[src/rtl/cpu_pkg.sv]
// Shared CPU definitions: memory opcodes, arbiter state encoding and the
// default data-memory address width.
package cpu_pkg;

  localparam int MEM_AW_DEF = 12;

  localparam logic [5:0] OP_LW = 6'b100011;
  localparam logic [5:0] OP_SW = 6'b101011;

  typedef enum logic [0:0] {
    IDLE = 1'b0,
    HOLD = 1'b1
  } arb_state_e;

endpackage

[src/rtl/mem_lane_dec.sv]
// Per-slot memory-op decoder: classifies the instruction and forms the
// effective word address, range flag, store data and load destination.
module mem_lane_dec
  import cpu_pkg::*;
#(
  parameter int MEM_AW = MEM_AW_DEF
) (
  input  logic [31:0]       ins,
  input  logic [31:0]       rs,
  input  logic [31:0]       rt,
  output logic              is_lw,
  output logic              is_sw,
  output logic [MEM_AW-1:0] addr,
  output logic              oor,
  output logic [31:0]       wdata,
  output logic [4:0]        rd
);

  logic [31:0] full_addr_s;

  // Opcode classification.
  always_comb begin
    is_lw = 1'b0;
    is_sw = 1'b0;
    case (ins[31:26])
      OP_LW:   is_lw = 1'b1;
      OP_SW:   is_sw = 1'b1;
      default: begin
        is_lw = 1'b0;
        is_sw = 1'b0;
      end
    endcase
  end

  // Effective address with 32-bit wrap; anything above the word index is out of range.
  always_comb begin
    full_addr_s = rs + {{16{ins[15]}}, ins[15:0]};
    addr        = full_addr_s[MEM_AW-1:0];
    oor         = |full_addr_s[31:MEM_AW];
    wdata       = rt;
    rd          = ins[20:16];
  end

endmodule

[src/rtl/mem_arb.sv]
// Dual-issue single-port data-memory arbiter: serves slot 0 first, defers a
// conflicting slot-1 op by one stalled cycle, and returns load write-backs.
module mem_arb
  import cpu_pkg::*;
#(
  parameter int MEM_AW = MEM_AW_DEF
) (
  input  logic              clk,
  input  logic              rst,
  input  logic [31:0]       ins0,
  input  logic [31:0]       rs0,
  input  logic [31:0]       rt0,
  input  logic [31:0]       ins1,
  input  logic [31:0]       rs1,
  input  logic [31:0]       rt1,
  output logic              stall,
  output logic              mem_en,
  output logic              mem_we,
  output logic [MEM_AW-1:0] mem_addr,
  output logic [31:0]       mem_wdata,
  input  logic [31:0]       mem_rdata,
  output logic              wb0_valid,
  output logic [4:0]        wb0_addr,
  output logic [31:0]       wb0_data,
  output logic              wb1_valid,
  output logic [4:0]        wb1_addr,
  output logic [31:0]       wb1_data,
  output logic              err,
  output logic [15:0]       conf_cnt
);

  logic              l0_is_lw_s, l0_is_sw_s, l0_oor_s;
  logic              l1_is_lw_s, l1_is_sw_s, l1_oor_s;
  logic [MEM_AW-1:0] l0_addr_s, l1_addr_s;
  logic [31:0]       l0_wdata_s, l1_wdata_s;
  logic [4:0]        l0_rd_s, l1_rd_s;

  mem_lane_dec #(.MEM_AW(MEM_AW)) u_dec0 (
    .ins(ins0), .rs(rs0), .rt(rt0),
    .is_lw(l0_is_lw_s), .is_sw(l0_is_sw_s), .addr(l0_addr_s),
    .oor(l0_oor_s), .wdata(l0_wdata_s), .rd(l0_rd_s)
  );

  mem_lane_dec #(.MEM_AW(MEM_AW)) u_dec1 (
    .ins(ins1), .rs(rs1), .rt(rt1),
    .is_lw(l1_is_lw_s), .is_sw(l1_is_sw_s), .addr(l1_addr_s),
    .oor(l1_oor_s), .wdata(l1_wdata_s), .rd(l1_rd_s)
  );

  arb_state_e        state_r, state_nxt_s;
  logic              latch_s;
  logic              pend_is_lw_r, pend_is_sw_r, pend_oor_r;
  logic [MEM_AW-1:0] pend_addr_r;
  logic [31:0]       pend_wdata_r;
  logic [4:0]        pend_rd_r;

  logic              srv_valid_s, srv_slot_s, srv_is_lw_s, srv_is_sw_s, srv_oor_s;
  logic [MEM_AW-1:0] srv_addr_s;
  logic [31:0]       srv_wdata_s;
  logic [4:0]        srv_rd_s;

  logic              wb0_valid_r, wb0_oor_r, wb1_valid_r, wb1_oor_r, err_r;
  logic [4:0]        wb0_addr_r, wb1_addr_r;
  logic [15:0]       conf_cnt_r;

  // Next state and selection of the op served this cycle.
  always_comb begin
    state_nxt_s = state_r;
    latch_s     = 1'b0;
    srv_valid_s = 1'b0;
    srv_slot_s  = 1'b0;
    srv_is_lw_s = 1'b0;
    srv_is_sw_s = 1'b0;
    srv_oor_s   = 1'b0;
    srv_addr_s  = '0;
    srv_wdata_s = 32'd0;
    srv_rd_s    = 5'd0;
    case (state_r)
      IDLE: begin
        if (l0_is_lw_s || l0_is_sw_s) begin
          srv_valid_s = 1'b1;
          srv_slot_s  = 1'b0;
          srv_is_lw_s = l0_is_lw_s;
          srv_is_sw_s = l0_is_sw_s;
          srv_oor_s   = l0_oor_s;
          srv_addr_s  = l0_addr_s;
          srv_wdata_s = l0_wdata_s;
          srv_rd_s    = l0_rd_s;
          if (l1_is_lw_s || l1_is_sw_s) begin
            state_nxt_s = HOLD;
            latch_s     = 1'b1;
          end else begin
            state_nxt_s = IDLE;
          end
        end else if (l1_is_lw_s || l1_is_sw_s) begin
          srv_valid_s = 1'b1;
          srv_slot_s  = 1'b1;
          srv_is_lw_s = l1_is_lw_s;
          srv_is_sw_s = l1_is_sw_s;
          srv_oor_s   = l1_oor_s;
          srv_addr_s  = l1_addr_s;
          srv_wdata_s = l1_wdata_s;
          srv_rd_s    = l1_rd_s;
        end else begin
          state_nxt_s = IDLE;
        end
      end
      HOLD: begin
        srv_valid_s = 1'b1;
        srv_slot_s  = 1'b1;
        srv_is_lw_s = pend_is_lw_r;
        srv_is_sw_s = pend_is_sw_r;
        srv_oor_s   = pend_oor_r;
        srv_addr_s  = pend_addr_r;
        srv_wdata_s = pend_wdata_r;
        srv_rd_s    = pend_rd_r;
        state_nxt_s = IDLE;
      end
      default: state_nxt_s = IDLE;
    endcase
  end

  // Memory port drive; reset is folded in so the port stays quiet while held.
  always_comb begin
    mem_en    = 1'b0;
    mem_we    = 1'b0;
    mem_addr  = '0;
    mem_wdata = 32'd0;
    if (rst && srv_valid_s && !srv_oor_s) begin
      mem_en   = 1'b1;
      mem_addr = srv_addr_s;
      if (srv_is_sw_s) begin
        mem_we    = 1'b1;
        mem_wdata = srv_wdata_s;
      end else begin
        mem_we    = 1'b0;
        mem_wdata = 32'd0;
      end
    end else begin
      mem_en = 1'b0;
    end
  end

  // State, pending slot-1 op and conflict counter.
  always_ff @(posedge clk or negedge rst) begin
    if (!rst) begin
      state_r      <= IDLE;
      pend_is_lw_r <= 1'b0;
      pend_is_sw_r <= 1'b0;
      pend_oor_r   <= 1'b0;
      pend_addr_r  <= '0;
      pend_wdata_r <= 32'd0;
      pend_rd_r    <= 5'd0;
      conf_cnt_r   <= 16'd0;
    end else begin
      state_r <= state_nxt_s;
      if (latch_s) begin
        pend_is_lw_r <= l1_is_lw_s;
        pend_is_sw_r <= l1_is_sw_s;
        pend_oor_r   <= l1_oor_s;
        pend_addr_r  <= l1_addr_s;
        pend_wdata_r <= l1_wdata_s;
        pend_rd_r    <= l1_rd_s;
        if (conf_cnt_r != 16'hFFFF) begin
          conf_cnt_r <= conf_cnt_r + 16'd1;
        end
      end
    end
  end

  // Write-back tags and error pulse, one cycle after the served access.
  always_ff @(posedge clk or negedge rst) begin
    if (!rst) begin
      wb0_valid_r <= 1'b0;
      wb0_oor_r   <= 1'b0;
      wb0_addr_r  <= 5'd0;
      wb1_valid_r <= 1'b0;
      wb1_oor_r   <= 1'b0;
      wb1_addr_r  <= 5'd0;
      err_r       <= 1'b0;
    end else begin
      wb0_valid_r <= srv_valid_s && srv_is_lw_s && !srv_slot_s;
      wb0_oor_r   <= srv_oor_s;
      wb0_addr_r  <= (srv_valid_s && srv_is_lw_s && !srv_slot_s) ? srv_rd_s : 5'd0;
      wb1_valid_r <= srv_valid_s && srv_is_lw_s && srv_slot_s;
      wb1_oor_r   <= srv_oor_s;
      wb1_addr_r  <= (srv_valid_s && srv_is_lw_s && srv_slot_s) ? srv_rd_s : 5'd0;
      err_r       <= srv_valid_s && srv_oor_s;
    end
  end

  // Load data arrives from the memory the cycle after the access; out-of-range loads return zero.
  always_comb begin
    if (wb0_valid_r && !wb0_oor_r) begin
      wb0_data = mem_rdata;
    end else begin
      wb0_data = 32'd0;
    end
    if (wb1_valid_r && !wb1_oor_r) begin
      wb1_data = mem_rdata;
    end else begin
      wb1_data = 32'd0;
    end
  end

  assign stall     = (state_r == HOLD);
  assign wb0_valid = wb0_valid_r;
  assign wb0_addr  = wb0_addr_r;
  assign wb1_valid = wb1_valid_r;
  assign wb1_addr  = wb1_addr_r;
  assign err       = err_r;
  assign conf_cnt  = conf_cnt_r;

endmodule

[config.mk]
export PLATFORM = sky130hd
export DESIGN_NAME = mem_arb
export DESIGN_NICKNAME = d
export VERILOG_FILES = /design/src/rtl/cpu_pkg.sv /design/src/rtl/mem_lane_dec.sv /design/src/rtl/mem_arb.sv
export SDC_FILE = /design/constraint.sdc
export NUM_CORES = 1
export LEC_CHECK = 0
export CAP_MARGIN = 25
export CELL_PAD_IN_SITES_DETAIL_PLACEMENT = 1
export CELL_PAD_IN_SITES_GLOBAL_PLACEMENT = 2
export CORE_UTILIZATION = 25
export DETAILED_ROUTE_END_ITERATION = 10
export PLACE_DENSITY_LB_ADDON = 0.1
export RECOVER_POWER = 50
export SETUP_SLACK_MARGIN = 0.15
export SLEW_MARGIN = 5
export SYNTH_ARGS = -nofsm -noshare
export SYNTH_HDL_FRONTEND = slang
export SYNTH_HIERARCHICAL = 1
export SYNTH_SLANG_ARGS = --single-unit
[constraint.sdc]
create_clock -name clk -period 9.97 [get_ports clk]
set_input_delay 2.991 -clock clk [delete_from_list [all_inputs] [get_ports clk]]
set_output_delay 2.991 -clock clk [all_outputs]
set_load 0.02 [all_outputs]
==> impl_metrics.csv <==
group,metric,value,unit
critical_path,reg2reg_depth,38,
logic_synthesis,yosysMostFrequentCell,"nand2_1",
die,initial_utilization,0.255,
logic_synthesis,avgSynthCellArea,7.96,sq um
cells_and_area,final_core_util,0.440,
route,routed_wl,41.9,mm
route,ant_nets,0,
cells_and_area,drive_above_1_share,0.307,
global_route,overflow,0,
route,num_vias,10800,
placed_design,routabilityCongestion,0.889,
cells_and_area,area_growth,72.4,%
critical_path,r2r-end,"wb1_oor_r$_DFF_PN0_",
cells_and_area,final.fill_count,4360,
critical_path,startpoint,"ins0[8]",
clock_tree,clock_latency,0.36,ns
die,die_area,0.0383,sq mm
worst_hold_path,whs_path_depth,2,
sta,skew,0.0124,ns
logic_synthesis,synth_top_area_frac,0.221,
logic_synthesis,syn_nets,1470,
run,cap_viol_max_count,2,
clock_tree,cts_max_level,3,
power,total_power,1.32,mW
logic_synthesis,ys_seq_area_frac,0.221,
logic_synthesis,synth_async_sr_flop_share,1.00,
route,dr.pass1.iters,4,
clock_tree,cts-root-buf,"clkbuf_16",
sta,max-slew-margin-rel,-1.02,
clock_tree,cts_made_buffers,9,
critical_path,endpoint_kind,"primary output",
critical_path,critPathKind,"primary input to primary output",
worst_hold_path,hold_path.startpoint,"pend_wdata_r[3]$_DFFE_PN0P_",
sta,tightestPinTransition,3.04,ns
power,power_density,81.3,mW/mm^2
sta,rsz0062_at_grt,"yes",
sta,finalHoldViolCount,0,
critical_path,crit_arrival,7.03,ns
power,leakage,7.14,nW
logic_synthesis,ys.flop_type,"dfrtp_1",
critical_path,worstPathRequired,6.98,ns
die,rows,70,
global_route,grt_pass1_wl,64.8,mm
global_route,grt.total_usage,0.215,
placed_design,buffer_ports.inserted,355,
cells_and_area,nets,1993,
worst_hold_path,hold_class,"flop to flop",
die,die-height,196,microns
die,core,0.0368,sq mm
sta,min_period,10.02,ns
critical_path,r2r_slack,5.06,ns
critical_path,r2r_start,"stall$_DFF_PN0_",
clock_tree,clock_sinks,83,
sta,fin_crit_sh,1.01,
placed_design,placed_cells,2097,
sta,fin_ws,-0.0503,ns
global_route,grt_max_degree,74,
logic_synthesis,netlist.top_cell.by_area,"dfrtp_1",
sta,setup_viol,10,
logic_synthesis,synth_cells,1179,
clock_tree,holdBufCountCts,0,
global_route,antenna_found_initial,3,
logic_synthesis,synth_common_cells,"210 x nand2_1, 83 x dfrtp_1, 77 x buf_4",
sta,max_freq,99.8,MHz
critical_path,cp_max_fo,8,
logic_synthesis,synth_area_leaders,"dfrtp_1 22%, ha_1 8.4%, nand2_1 8.4%",
clock_tree,cts_buffer_depth,2,
logic_synthesis,synth_cell_types,90,
status,run_status,"complete, but fails checks",
clock_tree,cts_tree,"yes",
critical_path,cp-start-kind,"primary input",
route,post_drt_wl_per_cell,19.2,microns
sta,tns,-0.150,ns
die,die_w,196,microns
sta,worst_hold_slack,0.479,ns
placed_design,dpl.hpwl,31.9,mm
logic_synthesis,ys_ff_latch,83,
power,ir_drop,0.0684,mV
logic_synthesis,netlist_area,0.00939,sq mm
logic_synthesis,synth_edf_count,0,
status,failed_checks,"capacitance limit, slew limit, setup timing",
clock_tree,cts.clk_slew.worst_paths,0.07,ns
route,drc,0,
route,drt-initial-drc-count,348,
die,io_pins,366,
global_route,first_global_vias,11500,
logic_synthesis,ys_warn_count,6,
sta,slew_viol_final,87,
cells_and_area,fin_cells,2177,
worst_hold_path,holdPathEnd,"pend_wdata_r[3]$_DFFE_PN0P_",
route,vias_per_cell,4.95,
## layout make-up
| class | instances | area, sq um | area share |
|---|---|---|---|
| Multi-Input combinational cell | 942 | 7270 | 0.449 |
| Inverter | 20 | 75.1 | 0.00464 |
| Clock buffer | 9 | 225 | 0.0139 |
| Sequential cell | 83 | 2080 | 0.129 |
| Timing Repair Buffer | 646 | 5860 | 0.362 |
| Clock inverter | 7 | 92.6 | 0.00572 |
| Tap cell | 468 | 586 | 0.0362 |
| Antenna cell | 2 | 5.00 | 0.000309 |
## where the power goes
group	switching (mW)	internal [mW]
registers	0.00501	0.344
logic	0.278	0.319
clock network	0.167	0.202
total	0.450	0.865
## what timing repair did
item | 4_1_cts | 5_1_grt
pin swaps | 70 | 22
resized for setup | 402 | 88
endpoints found under the setup margin | 46 | 48
buffers inserted | 54 | 5
endpoints found under the hold margin | 0 | 0
cloned | 1 | 0
## state kept, by name (all words and copies together), names as in the netlist, 5 cells and up
register and cells:
wb1_addr 5, pend_rd_r 5, conf_cnt 16, pend_wdata_r 32
pend_addr_r 12, wb0_addr 5
## per-stage QoR
step	worst slack, ns	instance area, sq um
after detailed placement	-1.12	14500
after CTS	0.102	15800
after global routing	-0.243	16200
after floorplan	0.603	9390
final	-0.0503	16200
after global placement	-1.09	14500
## metal layers
layer / global-route usage / up-vias / wire length, microns
met1: 0.257 / 5212 / 17700
li1: - / 5248 / -
met2: 0.391 / 270 / 21200
met3: 0.0404 / 47 / 2020
met4: 0.0596 / 0 / 912
met5: 0 / - / 0
## cell families (layout without fill, tap and decap cells)
kind of cell | Yosys count | count (layout) | synth area share
muxes | 6 | 6 | 0.00680
buffers and inverters | 154 | 682 | 0.0990
adders and majority gates | 65 | 65 | 0.0882
DFF | 83 | 83 | 0.221
xor gates and xnor gates | 57 | 57 | 0.0532
AOI/OAI and AO/OA | 281 | 281 | 0.218
other | 0 | 2 | 0
and+or+nand+nor | 533 | 533 | 0.314
## placed cells by master, fill, tap and decap left out, types with 30 or more instances in the layout
master | Yosys | layout
buf_6 | 4 | 59
ha_1 | 63 | 32
a221oi_1 | 47 | 46
nor3b_1 | 36 | 35
buf_4 | 77 | 270
nand2_1 | 210 | 204
and2_1 | 66 | 66
dfrtp_1 | 83 | 82
nor2_1 | 64 | 59
dlygate4sd2_1 | 0 | 44
xnor2_1 | 32 | 32
a21oi_1 | 64 | 48
clkdlybuf4s50_1 | 0 | 224
ha_4 | 0 | 30
## worst max-delay path, cell delays in order
cell and delay (ns):
clkdlybuf4s50_1 0.44, ha_4 0.32, nand3_2 0.12, nor3_4 0.25, nand3_4 0.10, buf_4 0.15
a31o_4 0.22, buf_4 0.13, a211oi_4 0.20, buf_6 0.16, a41oi_1 0.13, xnor2_1 0.15
nor3_1 0.19, nand4_1 0.15, o21ai_2 0.11, o21ai_2 0.09, buf_4 0.15, a211o_4 0.31
buf_12 0.14, buf_16 0.15, nor3_4 0.20, buf_6 0.16
## worst max path at each step
stage                    to  slack [ns]
3_5_place_dp    mem_addr[0]       -1.12
6_report        mem_addr[3]       -0.05
4_1_cts         mem_addr[3]        0.10
2_1_floorplan  mem_wdata[0]        0.60
5_1_grt        mem_wdata[7]       -0.24
3_3_place_gp    mem_addr[0]       -1.09
No activity file was read; power rests on OpenSTA's default activity.
